--- src/rtl/marker_pkg.sv ---
// Shared types for the retire-port marker tracker: marker codes, phase ids
// and the instruction decoder for `slti x0,x0,imm` markers.
package marker_pkg;

    localparam logic [19:0] MARKER_OPC_LO = 20'h02013;

    typedef enum logic [3:0] {
        MK_VCTM_START  = 4'd0,
        MK_VCTM_END    = 4'd1,
        MK_DELAY_START = 4'd2,
        MK_DELAY_END   = 4'd3,
        MK_TEXE_START  = 4'd4,
        MK_TEXE_END    = 4'd5,
        MK_LEAK_START  = 4'd6,
        MK_LEAK_END    = 4'd7,
        MK_INIT_START  = 4'd8,
        MK_INIT_END    = 4'd9,
        MK_BIM_START   = 4'd10,
        MK_BIM_END     = 4'd11,
        MK_TRAIN_START = 4'd12,
        MK_TRAIN_END   = 4'd13,
        MK_SIM_EXIT    = 4'd14
    } marker_code_e;

    typedef enum logic [2:0] {
        PH_VCTM    = 3'd0,
        PH_DELAY   = 3'd1,
        PH_TEXE    = 3'd2,
        PH_LEAK    = 3'd3,
        PH_INIT    = 3'd4,
        PH_BIM     = 3'd5,
        PH_TRAIN   = 3'd6,
        PHASE_IDLE = 3'd7
    } phase_e;

    typedef struct packed {
        logic       is_marker;
        logic [3:0] code;
    } marker_dec_t;

    // Code 15 shares the encoding but is reserved, so it is not a marker.
    function automatic marker_dec_t marker_decode(input logic [31:0] inst);
        marker_dec_t d;
        d.code      = inst[23:20];
        d.is_marker = (inst[19:0] == MARKER_OPC_LO) && (inst[31:24] == 8'h00)
                      && (inst[23:20] != 4'hF);
        return d;
    endfunction

endpackage

--- src/rtl/marker_evq.sv ---
// Event queue: up to NPUSH writes per edge (compacted, slot 0 first), one pop.
// free_o is the space before this edge's pop; there is no push/pop bypass.
module marker_evq
    import marker_pkg::*;
#(
    parameter int DEPTH = 8,
    parameter int NPUSH = 4,
    parameter int ENT_W = 6
) (
    input  logic                         clk_i,
    input  logic                         rst_i,
    input  logic [$clog2(NPUSH+1)-1:0]   push_cnt_i,
    input  logic [ENT_W-1:0]             push_data_i [NPUSH],
    input  logic                         pop_i,
    output logic                         valid_o,
    output logic [ENT_W-1:0]             head_o,
    output logic [$clog2(DEPTH):0]       free_o
);
    localparam int AW   = $clog2(DEPTH);
    localparam int PC_W = $clog2(NPUSH+1);

    logic [ENT_W-1:0] mem_q [DEPTH];
    logic [AW:0]      wr_q, rd_q, count;

    assign count   = wr_q - rd_q;
    assign valid_o = (count != '0);
    assign free_o  = (AW+1)'(DEPTH) - count;
    assign head_o  = valid_o ? mem_q[rd_q[AW-1:0]] : '0;

    // Storage and pointers: write the first push_cnt_i slots, pop the head.
    always_ff @(posedge clk_i or posedge rst_i) begin
        if (rst_i) begin
            wr_q <= '0;
            rd_q <= '0;
            for (int d = 0; d < DEPTH; d++) mem_q[d] <= '0;
        end else begin
            for (int i = 0; i < NPUSH; i++) begin
                if (PC_W'(i) < push_cnt_i) mem_q[wr_q[AW-1:0] + AW'(i)] <= push_data_i[i];
            end
            wr_q <= wr_q + (AW+1)'(push_cnt_i);
            if (pop_i && valid_o) rd_q <= rd_q + (AW+1)'(1);
        end
    end

endmodule

--- src/rtl/marker_phase_tracker.sv ---
// Commit-port marker tracker: decodes marker instructions on the retire lanes,
// follows the test phase, accumulates per-phase cycles and queues events.
// Optional build macro MARKER_TIMESTAMP_EN stores a cycle stamp per event.
//
// state      | meaning
// PH_VCTM..  | inside phase 0..6, accumulator of that phase counts
// PHASE_IDLE | no phase open, nothing accumulates
module marker_phase_tracker
    import marker_pkg::*;
#(
    parameter int COMMIT_WIDTH = 4,
    parameter int CNT_W        = 32,
    parameter int EVQ_DEPTH    = 8,
    parameter int DONE_DELAY   = 4
) (
    input  logic                              clock,
    input  logic                              reset,
    input  logic [COMMIT_WIDTH-1:0]           commit_valid,
    input  logic [32*COMMIT_WIDTH-1:0]        commit_inst,
    output logic                              evt_valid,
    input  logic                              evt_ready,
    output logic [3:0]                        evt_code,
    output logic [$clog2(COMMIT_WIDTH)-1:0]   evt_lane,
    output logic [CNT_W-1:0]                  evt_time,
    output logic [2:0]                        phase,
    input  logic [2:0]                        rd_phase,
    output logic [CNT_W-1:0]                  rd_cycles,
    output logic                              tsx_done,
    output logic                              sim_exit,
    output logic                              proto_err,
    output logic [CNT_W-1:0]                  drop_cnt
);
    localparam int LANE_W = $clog2(COMMIT_WIDTH);
    localparam int CW_W   = $clog2(COMMIT_WIDTH+1);
    localparam int FR_W   = $clog2(EVQ_DEPTH)+1;
    localparam int DL_W   = $clog2(DONE_DELAY+1);
`ifdef MARKER_TIMESTAMP_EN
    localparam int ENT_W  = 4 + LANE_W + CNT_W;
`else
    localparam int ENT_W  = 4 + LANE_W;
`endif

    phase_e            phase_q, phase_d;
    logic              proto_err_q, proto_err_d, sim_exit_q, sim_exit_d;
    logic              arm_hit, blocked;
    marker_dec_t       dec;
    logic [CW_W-1:0]   n_mk, push_cnt, drop_n;
    logic [ENT_W-1:0]  push_data [COMMIT_WIDTH];
    logic [ENT_W-1:0]  head;
    logic [FR_W-1:0]   free;
    logic [CNT_W-1:0]  drop_q;
    logic [CNT_W:0]    drop_sum;
    logic [CNT_W-1:0]  acc_q [7];
    logic              armed_q, tsx_done_q;
    logic [DL_W-1:0]   dly_q;

`ifdef MARKER_TIMESTAMP_EN
    logic [CNT_W-1:0]  cyc_q, ts_now;
    assign ts_now = cyc_q + CNT_W'(1);

    // Free-running stamp; an event carries the count this edge will reach.
    always_ff @(posedge clock or posedge reset) begin
        if (reset) cyc_q <= '0;
        else       cyc_q <= ts_now;
    end
`endif

    // Walk lanes oldest first; SIM_EXIT blocks every later lane and cycle.
    always_comb begin
        phase_d     = phase_q;
        proto_err_d = proto_err_q;
        sim_exit_d  = sim_exit_q;
        arm_hit     = 1'b0;
        blocked     = sim_exit_q;
        n_mk        = '0;
        dec         = '0;
        for (int s = 0; s < COMMIT_WIDTH; s++) push_data[s] = '0;
        for (int i = 0; i < COMMIT_WIDTH; i++) begin
            dec = marker_decode(commit_inst[32*i +: 32]);
            if (commit_valid[i] && dec.is_marker && !blocked) begin
                for (int s = 0; s < COMMIT_WIDTH; s++) begin
`ifdef MARKER_TIMESTAMP_EN
                    if (n_mk == CW_W'(s)) push_data[s] = {dec.code, LANE_W'(i), ts_now};
`else
                    if (n_mk == CW_W'(s)) push_data[s] = {dec.code, LANE_W'(i)};
`endif
                end
                n_mk = n_mk + CW_W'(1);
                if (dec.code == MK_SIM_EXIT) begin
                    sim_exit_d = 1'b1;
                    blocked    = 1'b1;
                end else if (!dec.code[0]) begin
                    phase_d = phase_e'(dec.code[3:1]);
                end else if (phase_d == phase_e'(dec.code[3:1])) begin
                    phase_d = PHASE_IDLE;
                end else begin
                    proto_err_d = 1'b1;
                end
                if (dec.code == MK_VCTM_END || dec.code == MK_TEXE_START) arm_hit = 1'b1;
            end
        end
    end

    assign push_cnt = (FR_W'(n_mk) > free) ? CW_W'(free) : n_mk;
    assign drop_n   = n_mk - push_cnt;
    assign drop_sum = {1'b0, drop_q} + (CNT_W+1)'(drop_n);

    // Phase state register and sticky protocol flags.
    always_ff @(posedge clock or posedge reset) begin
        if (reset) begin
            phase_q     <= PHASE_IDLE;
            proto_err_q <= 1'b0;
            sim_exit_q  <= 1'b0;
            drop_q      <= '0;
        end else begin
            phase_q     <= phase_d;
            proto_err_q <= proto_err_d;
            sim_exit_q  <= sim_exit_d;
            drop_q      <= drop_sum[CNT_W] ? '1 : drop_sum[CNT_W-1:0];
        end
    end

    // Per-phase cycle accumulators, frozen once the simulation has exited.
    always_ff @(posedge clock or posedge reset) begin
        if (reset) begin
            for (int p = 0; p < 7; p++) acc_q[p] <= '0;
        end else begin
            for (int p = 0; p < 7; p++) begin
                if (!sim_exit_q && phase_q == phase_e'(p)) acc_q[p] <= acc_q[p] + CNT_W'(1);
            end
        end
    end

    // Done countdown: only the first arming marker loads the down-counter.
    always_ff @(posedge clock or posedge reset) begin
        if (reset) begin
            armed_q    <= 1'b0;
            dly_q      <= '0;
            tsx_done_q <= 1'b0;
        end else if (arm_hit && !armed_q) begin
            armed_q <= 1'b1;
            if (DONE_DELAY == 1) tsx_done_q <= 1'b1;
            else                 dly_q      <= DL_W'(DONE_DELAY);
        end else if (dly_q != '0) begin
            dly_q <= dly_q - DL_W'(1);
            if (dly_q == DL_W'(1)) tsx_done_q <= 1'b1;
        end
    end

    // Combinational accumulator read; phase 7 has no accumulator and reads 0.
    always_comb begin
        rd_cycles = '0;
        for (int p = 0; p < 7; p++) begin
            if (rd_phase == 3'(p)) rd_cycles = acc_q[p];
        end
    end

    marker_evq #(
        .DEPTH (EVQ_DEPTH),
        .NPUSH (COMMIT_WIDTH),
        .ENT_W (ENT_W)
    ) u_evq (
        .clk_i       (clock),
        .rst_i       (reset),
        .push_cnt_i  (push_cnt),
        .push_data_i (push_data),
        .pop_i       (evt_ready),
        .valid_o     (evt_valid),
        .head_o      (head),
        .free_o      (free)
    );

`ifdef MARKER_TIMESTAMP_EN
    assign {evt_code, evt_lane, evt_time} = head;
`else
    assign {evt_code, evt_lane} = head;
    assign evt_time = '0;
`endif

    assign phase     = phase_q;
    assign proto_err = proto_err_q;
    assign sim_exit  = sim_exit_q;
    assign drop_cnt  = drop_q;
    assign tsx_done  = tsx_done_q;

endmodule

--- config.mk ---
export PLATFORM = sky130hd
export DESIGN_NAME = marker_phase_tracker
export DESIGN_NICKNAME = d
export VERILOG_FILES = /design/src/rtl/marker_pkg.sv /design/src/rtl/marker_evq.sv /design/src/rtl/marker_phase_tracker.sv
export SDC_FILE = /design/constraint.sdc
export NUM_CORES = 1
export LEC_CHECK = 0
export BUFFER_PORTS_ARGS = -buffer_cell sky130_fd_sc_hd__buf_2
export CAP_MARGIN = 20
export CORE_AREA = 10 10 194 196
export CTS_CLUSTER_DIAMETER = 120
export DETAILED_ROUTE_END_ITERATION = 7
export DIE_AREA = 0 0 204 206
export PLACE_DENSITY = 0.8
export SLEW_MARGIN = 20
export SYNTH_ARGS = -nofsm -noshare
export SYNTH_HDL_FRONTEND = slang
export SYNTH_SLANG_ARGS = --single-unit
--- constraint.sdc ---
create_clock -name clock -period 15.67 [get_ports clock]
set_input_delay 3.134 -clock clock [delete_from_list [all_inputs] [get_ports clock]]
set_output_delay 3.134 -clock clock [all_outputs]
set_load 0.01 [all_outputs]
After elaboration in Yosys (flattened, before gate mapping)
Index checks and enable logic that the tools add are counted.
{ "totals": {"input_bits": 138, "out_inout_bits": 109, "regBits": 322, "wordCells": 260} }
{ "classes": {"bitwise_logic": 6, "n_reduce_logical": 51, "addsub": 20, "mux": 99, "magnitude_cmp": 14, "eq_ne": 46} }
{ "op_table": {"columns": ["cell", "n"], "rows": [
  ["$mux 32", 8],
  ["$add 32x1->32 const B", 7],
  ["$bwmux 48", 4],
  ["$mux 48", 4],
  ["$mux 6", 20],
  ["$eq 20x14->1 const B", 4],
  ["$demux 6 s3", 4],
  ["$mux 24", 3],
  ["$mux 3", 22],
  ["$add 32x3->33", 1],
  ["$mux 1", 33],
  ["$logic_not 8->1", 4],
  ["$eq 3x2->1 const B", 10],
  ["$logic_and 1x1->1", 29],
  ["$ge 4x4->1 const B", 5],
  ["$not 3->4", 5],
  ["$bmux 6 s3", 1],
  ["$eq 3x1->1 const B", 6],
  ["$eq 3x3->1 const B", 6],
  ["$eq 4x1->1 const B", 4],
  ["$eq 4x3->1 const B", 4],
  ["$eq 4x4->1 const B", 4],
  ["$lt 4x1->1 const B", 4],
  ["$ne 4x4->1 const B", 4],
  ["20 further kinds", 40]
]} }

Depth between registers and ports, before layout
{ "logic_depth": {"ltp_word": 25, "ltp_mapped": 38, "depth_no_buf": 35} }

Cells and area by module
Synthesis repeated with hierarchy kept, for this count alone.
{ "unflattened": {"cells_unflattened": 2206, "hier_area_um2": 20407.1} }
{ "modules_own_cells": {"columns": ["module", "cells_per_inst", "instances", "seq_area_each_um2", "area_per_inst_um2"], "rows": [
  ["marker_phase_tracker", 1664, 1, 6660.1, 15740.1],
  ["marker_evq", 542, 1, 1401.3, 4667.0]
]} }

Worst setup path before layout
OpenSTA, ideal clock, no wires.
{ "synth_path": {"kind": "input to register", "startpoint": "input commit_inst[28]", "endpoint": "register drop_q[10], in the netlist drop_cnt[10]", "path_slack_ns": 5.970, "setup_ns": 0.068, "required_time_ns": 15.602, "path_stages": 33, "arrival_time_ns": 9.632, "path_buffers": 2, "cell_sequence": "nor4b_1 -> nand4_1 -> or2_2 -> a21oi_1 -> inv_1 -> ha_1 -> nor4_1 -> nor2_1 -> ha_1 -> and2_1 -> nor2_1 -> ha_1 -> nor2b_1 -> o21ai_0 -> nand2b_1 -> nand3_1 -> nor2_1 -> a21oi_1 -> ha_1 -> inv_1 -> ha_1 -> inv_1 -> fa_1 -> inv_1 -> a21o_1 -> and3_1 -> nand2_1 -> nor3_1 -> nand2_1 -> or2_2 -> clkbuf_1 -> clkbuf_1 -> nand2_1"} }
{ "synth_via": {"elab_chain_cells": 20, "elab_cells_between_ends": 28, "cone_classes": "add/sub (5); order compare (1); mux (11); reduce/logical (11)"} }
{ "synth_rtl": {"columns": ["item", "line_no", "text"], "rows": [
  ["start, declared", "marker_phase_tracker.sv:19", "input logic [32*COMMIT_WIDTH-1:0] commit_inst,"],
  ["$logic_not 8->1 *", "marker_pkg.sv:45", "d.is_marker = (inst[19:0] == MARKER_OPC_LO) && (inst[31:24] == 8'h00)"],
  ["$logic_and 1x1->1 *", "marker_pkg.sv:45", null],
  ["$logic_and 1x1->1 *", "marker_pkg.sv:46", "&& (inst[23:20] != 4'hF);"],
  ["$logic_and 1x1->1 * (2 in a row)", "marker_phase_tracker.sv:80", "if (commit_valid[i] && dec.is_marker && !blocked) begin"],
  ["branches (longest 9 deep; another with $add 3x1->3)", null, null],
  ["$mux 3 *", "marker_phase_tracker.sv:80", null],
  ["$gt 3x4->1", "marker_phase_tracker.sv:104", "assign push_cnt = (FR_W'(n_mk) > free) ? CW_W'(free) : n_mk;"],
  ["$mux 3", "marker_phase_tracker.sv:104", null],
  ["$sub 3x3->3 *", "marker_phase_tracker.sv:105", "assign drop_n = n_mk - push_cnt;"],
  ["$add 32x3->33 *", "marker_phase_tracker.sv:106", "assign drop_sum = {1'b0, drop_q} + (CNT_W+1)'(drop_n);"],
  ["$mux 32 *", "marker_phase_tracker.sv:119", "drop_q <= drop_sum[CNT_W] ? '1 : drop_sum[CNT_W-1:0];"],
  ["end signal, assigned", "marker_phase_tracker.sv:119", null],
  ["end, declared", "marker_phase_tracker.sv:51", "logic [CNT_W-1:0] drop_q;"]
]} }
Every way passes the cells marked *.
A chain may end at the register's enable or synchronous reset.

Worst setup path in the final report
{ "layout_path": {"startpoint": "input commit_inst[28]", "endpoint": "register drop_q[0], in the netlist drop_cnt[0]"} }
Same word-level chain as after synthesis.

==> results.sh <==
export IMPL_synth_warnings=0
export IMPL_overflow=0
export IMPL_drtIter0Drc=1589
export IMPL_path_class="in -> reg"
export IMPL_drv_slew=0
export IMPL_holdCritStartpoint="acc_q[223]"
export IMPL_root_buffer="clkbuf_16"
export IMPL_syn_to_final_growth_pct=13.2
export IMPL_synth_common_cells="319 x dfrtp_1, 269 x nand2_1, 193 x xnor2_1"
export IMPL_setup_ws_ns=5.37
export IMPL_grt_antenna_before_repair=4
export IMPL_max_freq_mhz=97.1
export IMPL_dieArea_sq_um=42000
export IMPL_ioPinCount=247
export IMPL_synth_most_common_cell="dfrtp_1"
export IMPL_yosysTopAreaCell="dfrtp_1"
export IMPL_cts_sinks=322
export IMPL_reg2reg_depth=33
export IMPL_postRouteWirelength_mm=59.2
export IMPL_initial_core_util_pct=57.9
export IMPL_worstReg2RegEnd="drop_cnt[0]"
export IMPL_finalSetupViolCount=0
export IMPL_vias=17600
export IMPL_crit_required_ns=16.14
export IMPL_clk_latency_ns=0.56
export IMPL_post_cts_resized=0
export IMPL_drc=0
export IMPL_post_cts_buffers=0
export IMPL_synth_ff_type="dfrtp_1"
export IMPL_p_leak_nw=9.94
export IMPL_die_w_um=204
export IMPL_hold_path_class="reg -> reg"
export IMPL_drt_pass1_iterations=7
export IMPL_ir_worst_vdd_mv=0.136
export IMPL_setup_tns_final_ns=0
export IMPL_via_per_inst=6.35
export IMPL_fillers=2749
export IMPL_outcome="finished, final reports clean"
export IMPL_synth_edf_count=0
export IMPL_min_to="acc_q[223]"
export IMPL_drive_gt1_share_pct=15.1
export IMPL_synthArstFlopShare_pct=100
export IMPL_cp_arrival_ns=10.77
export IMPL_gp_congestion=0.960
export IMPL_netlist_instances=2117
export IMPL_synth_top_area_share_pct=40.6
export IMPL_ys_seq_elements=322
export IMPL_grtUsageTotal_pct=27.7
export IMPL_multi_input_area_sq_um=11000
export IMPL_path_common_cell="ha_1"
export IMPL_netlist_cell_type_count=82
export IMPL_ctsHoldBuffers=0
export IMPL_rsz0062_at_grt="false"
export IMPL_max_clock_path_buffers=3
export IMPL_synth_avg_cell_area_sq_um=9.28
export IMPL_period_share_pct=65.7
export IMPL_pre_cts_slack_ns=4.96
export IMPL_hold_viol_final=0
export IMPL_ys_top_cells_by_area="dfrtp_1 41%, xnor2_1 8.6%, nand2_1 5.1%"
export IMPL_htree_levels=2
export IMPL_rr_startpoint="sim_exit"
export IMPL_dpl_hpwl_mm=44.0
export IMPL_rows=68
export IMPL_cts_made_buffers=38
export IMPL_whs_path_depth=1
export IMPL_grt_max_degree=193
export IMPL_worst_slew_pin_slew_ns=1.09
export IMPL_fin_nets=2473
export IMPL_core_area_sq_um=33900
export IMPL_cp_max_fo=28
export IMPL_p_per_area_nw_per_um2=134
export IMPL_clk_pin_slew_ns=0.06
export IMPL_detail_route_wl_per_cell_um=21.3
export IMPL_portBuffers=214
export IMPL_antenna_left=0
export IMPL_seq_area_frac_synth_pct=41.0
export IMPL_relSlewSlack_pct=27.5
export IMPL_r2r_setup_slack_ns=7.58
export IMPL_grt_pass1_wl_mm=94.9
export IMPL_fin_crit_ns=10.30
export IMPL_critPathSlowestCell="a21oi_1"
export IMPL_setup_worst_path_end_class="register"
export IMPL_clock_skew_ns=0.0235
export IMPL_ff_latch_area_sq_um=8060
export IMPL_start_kind="primary input"
export IMPL_synth_area_sq_um=19700
export IMPL_cts_tree="built"
export IMPL_dieHeight_um=206
export IMPL_maxCapViolations=0
export IMPL_grt_pass1_vias=17800
export IMPL_cpPeakStageDelay_ns=0.71
## critical path, delay by kind of cell
family	cells	cell delay (ns)
buf+inv	6	0.67
simple gates	14	3.33
compound gates	5	1.44
mux	2	0.36
fa+ha+maj	7	1.82
## state kept, by name (all words and copies together) (netlist names)
| signal | cells |
|---|---|
| u_evq.mem_q | 48 |
| armed_q | 1 |
| tsx_done | 1 |
| proto_err | 1 |
| u_evq.wr_q | 4 |
| dly_q | 3 |
| drop_cnt | 32 |
| sim_exit | 1 |
| phase | 3 |
| u_evq.rd_q | 4 |
| acc_q | 224 |
## layout make-up
cell class                      instances  area share (%)
Multi-Input combinational cell       1653            49.2
Sequential cell                       322            36.2
Timing Repair Buffer                  223            5.17
Clock buffer                           58            5.16
Tap cell                              455            2.56
Inverter                               55           0.961
Clock inverter                         10           0.697
Antenna cell                            2          0.0225
## per-stage QoR
step	hold WS [ns]	total power, W	area, sq um	utilization, %	cells
after floorplan	0.440	0.00174	19800	-	2148
after global placement	0.453	0.00202	20900	61.6	2708
after detailed placement	0.465	0.00205	20900	61.7	2708
after CTS	0.474	0.00297	22200	65.5	2776
after global routing	0.495	0.00312	22200	65.5	2776
final	0.468	0.00299	22300	65.6	2778
## power by group
group	switching (W)	total, W	internal, W
clock network	0.000364	0.000922	0.000558
logic	0.000680	0.00107	0.000389
registers	0.0000840	0.000995	0.000911
## metal layers
layer  wire, um  vias to the layer above  GRT usage (%)
met4       1560                        2           8.78
met1      23400                     8629           34.0
met2      29700                      837           48.4
met5         13                        -              0
li1           -                     8047              -
met3       4560                      132           5.33
## cells by family (layout without fill, tap and decap cells)
group	after synthesis	count (layout)	synth area share [%]
and+or+nand+nor	848	848	21.4
AOI/OAI and AO/OA	394	394	14.3
DFF	322	322	41.0
xor gates and xnor gates	269	269	12.1
buffers and inverters	173	346	4.00
muxes	67	67	4.28
adders and majority gates	43	43	2.84
other	1	34	0.0191
## placed cells by master, fill, tap and decap left out, types with 9 or more instances in the layout
cell | netlist | layout
a21o_1 | 12 | 12
a21oi_1 | 57 | 57
a222oi_1 | 25 | 25
a22o_1 | 24 | 24
a31oi_1 | 43 | 43
and3_1 | 46 | 46
and4_1 | 20 | 20
buf_2 | 5 | 214
clkbuf_1 | 74 | 9
clkbuf_16 | 0 | 39
clkbuf_8 | 0 | 10
conb_1 | 1 | 32
dfrtp_1 | 319 | 319
ha_1 | 39 | 39
inv_1 | 51 | 50
mux2_2 | 16 | 16
mux2i_1 | 39 | 39
mux4_2 | 12 | 12
nand2_1 | 269 | 269
nand2b_1 | 10 | 10
nand3_1 | 121 | 121
nand4_1 | 81 | 81
nor2_1 | 162 | 161
nor2b_1 | 15 | 13
nor3_1 | 31 | 31
nor4_1 | 27 | 27
nor4b_1 | 14 | 14
o211ai_1 | 28 | 28
o21ai_0 | 56 | 56
o221ai_1 | 40 | 40
o22ai_1 | 42 | 42
or3_1 | 13 | 13
xnor2_1 | 193 | 193
xor2_1 | 73 | 73
## worst max path at each step
stage / from / endpoint / slack, ns / cells past startpoint
floorplan: reset / acc_q[0] / 3.63 / 1
global placement: commit_inst[14] / drop_cnt[8] / 5.25 / 32
detailed placement: commit_inst[28] / drop_cnt[8] / 4.96 / 34
CTS: commit_inst[28] / drop_cnt[25] / 5.43 / 34
global route: commit_inst[28] / drop_cnt[8] / 4.59 / 34
finish: commit_inst[28] / drop_cnt[0] / 5.37 / 34
No activity file was read; power rests on OpenSTA's default activity.
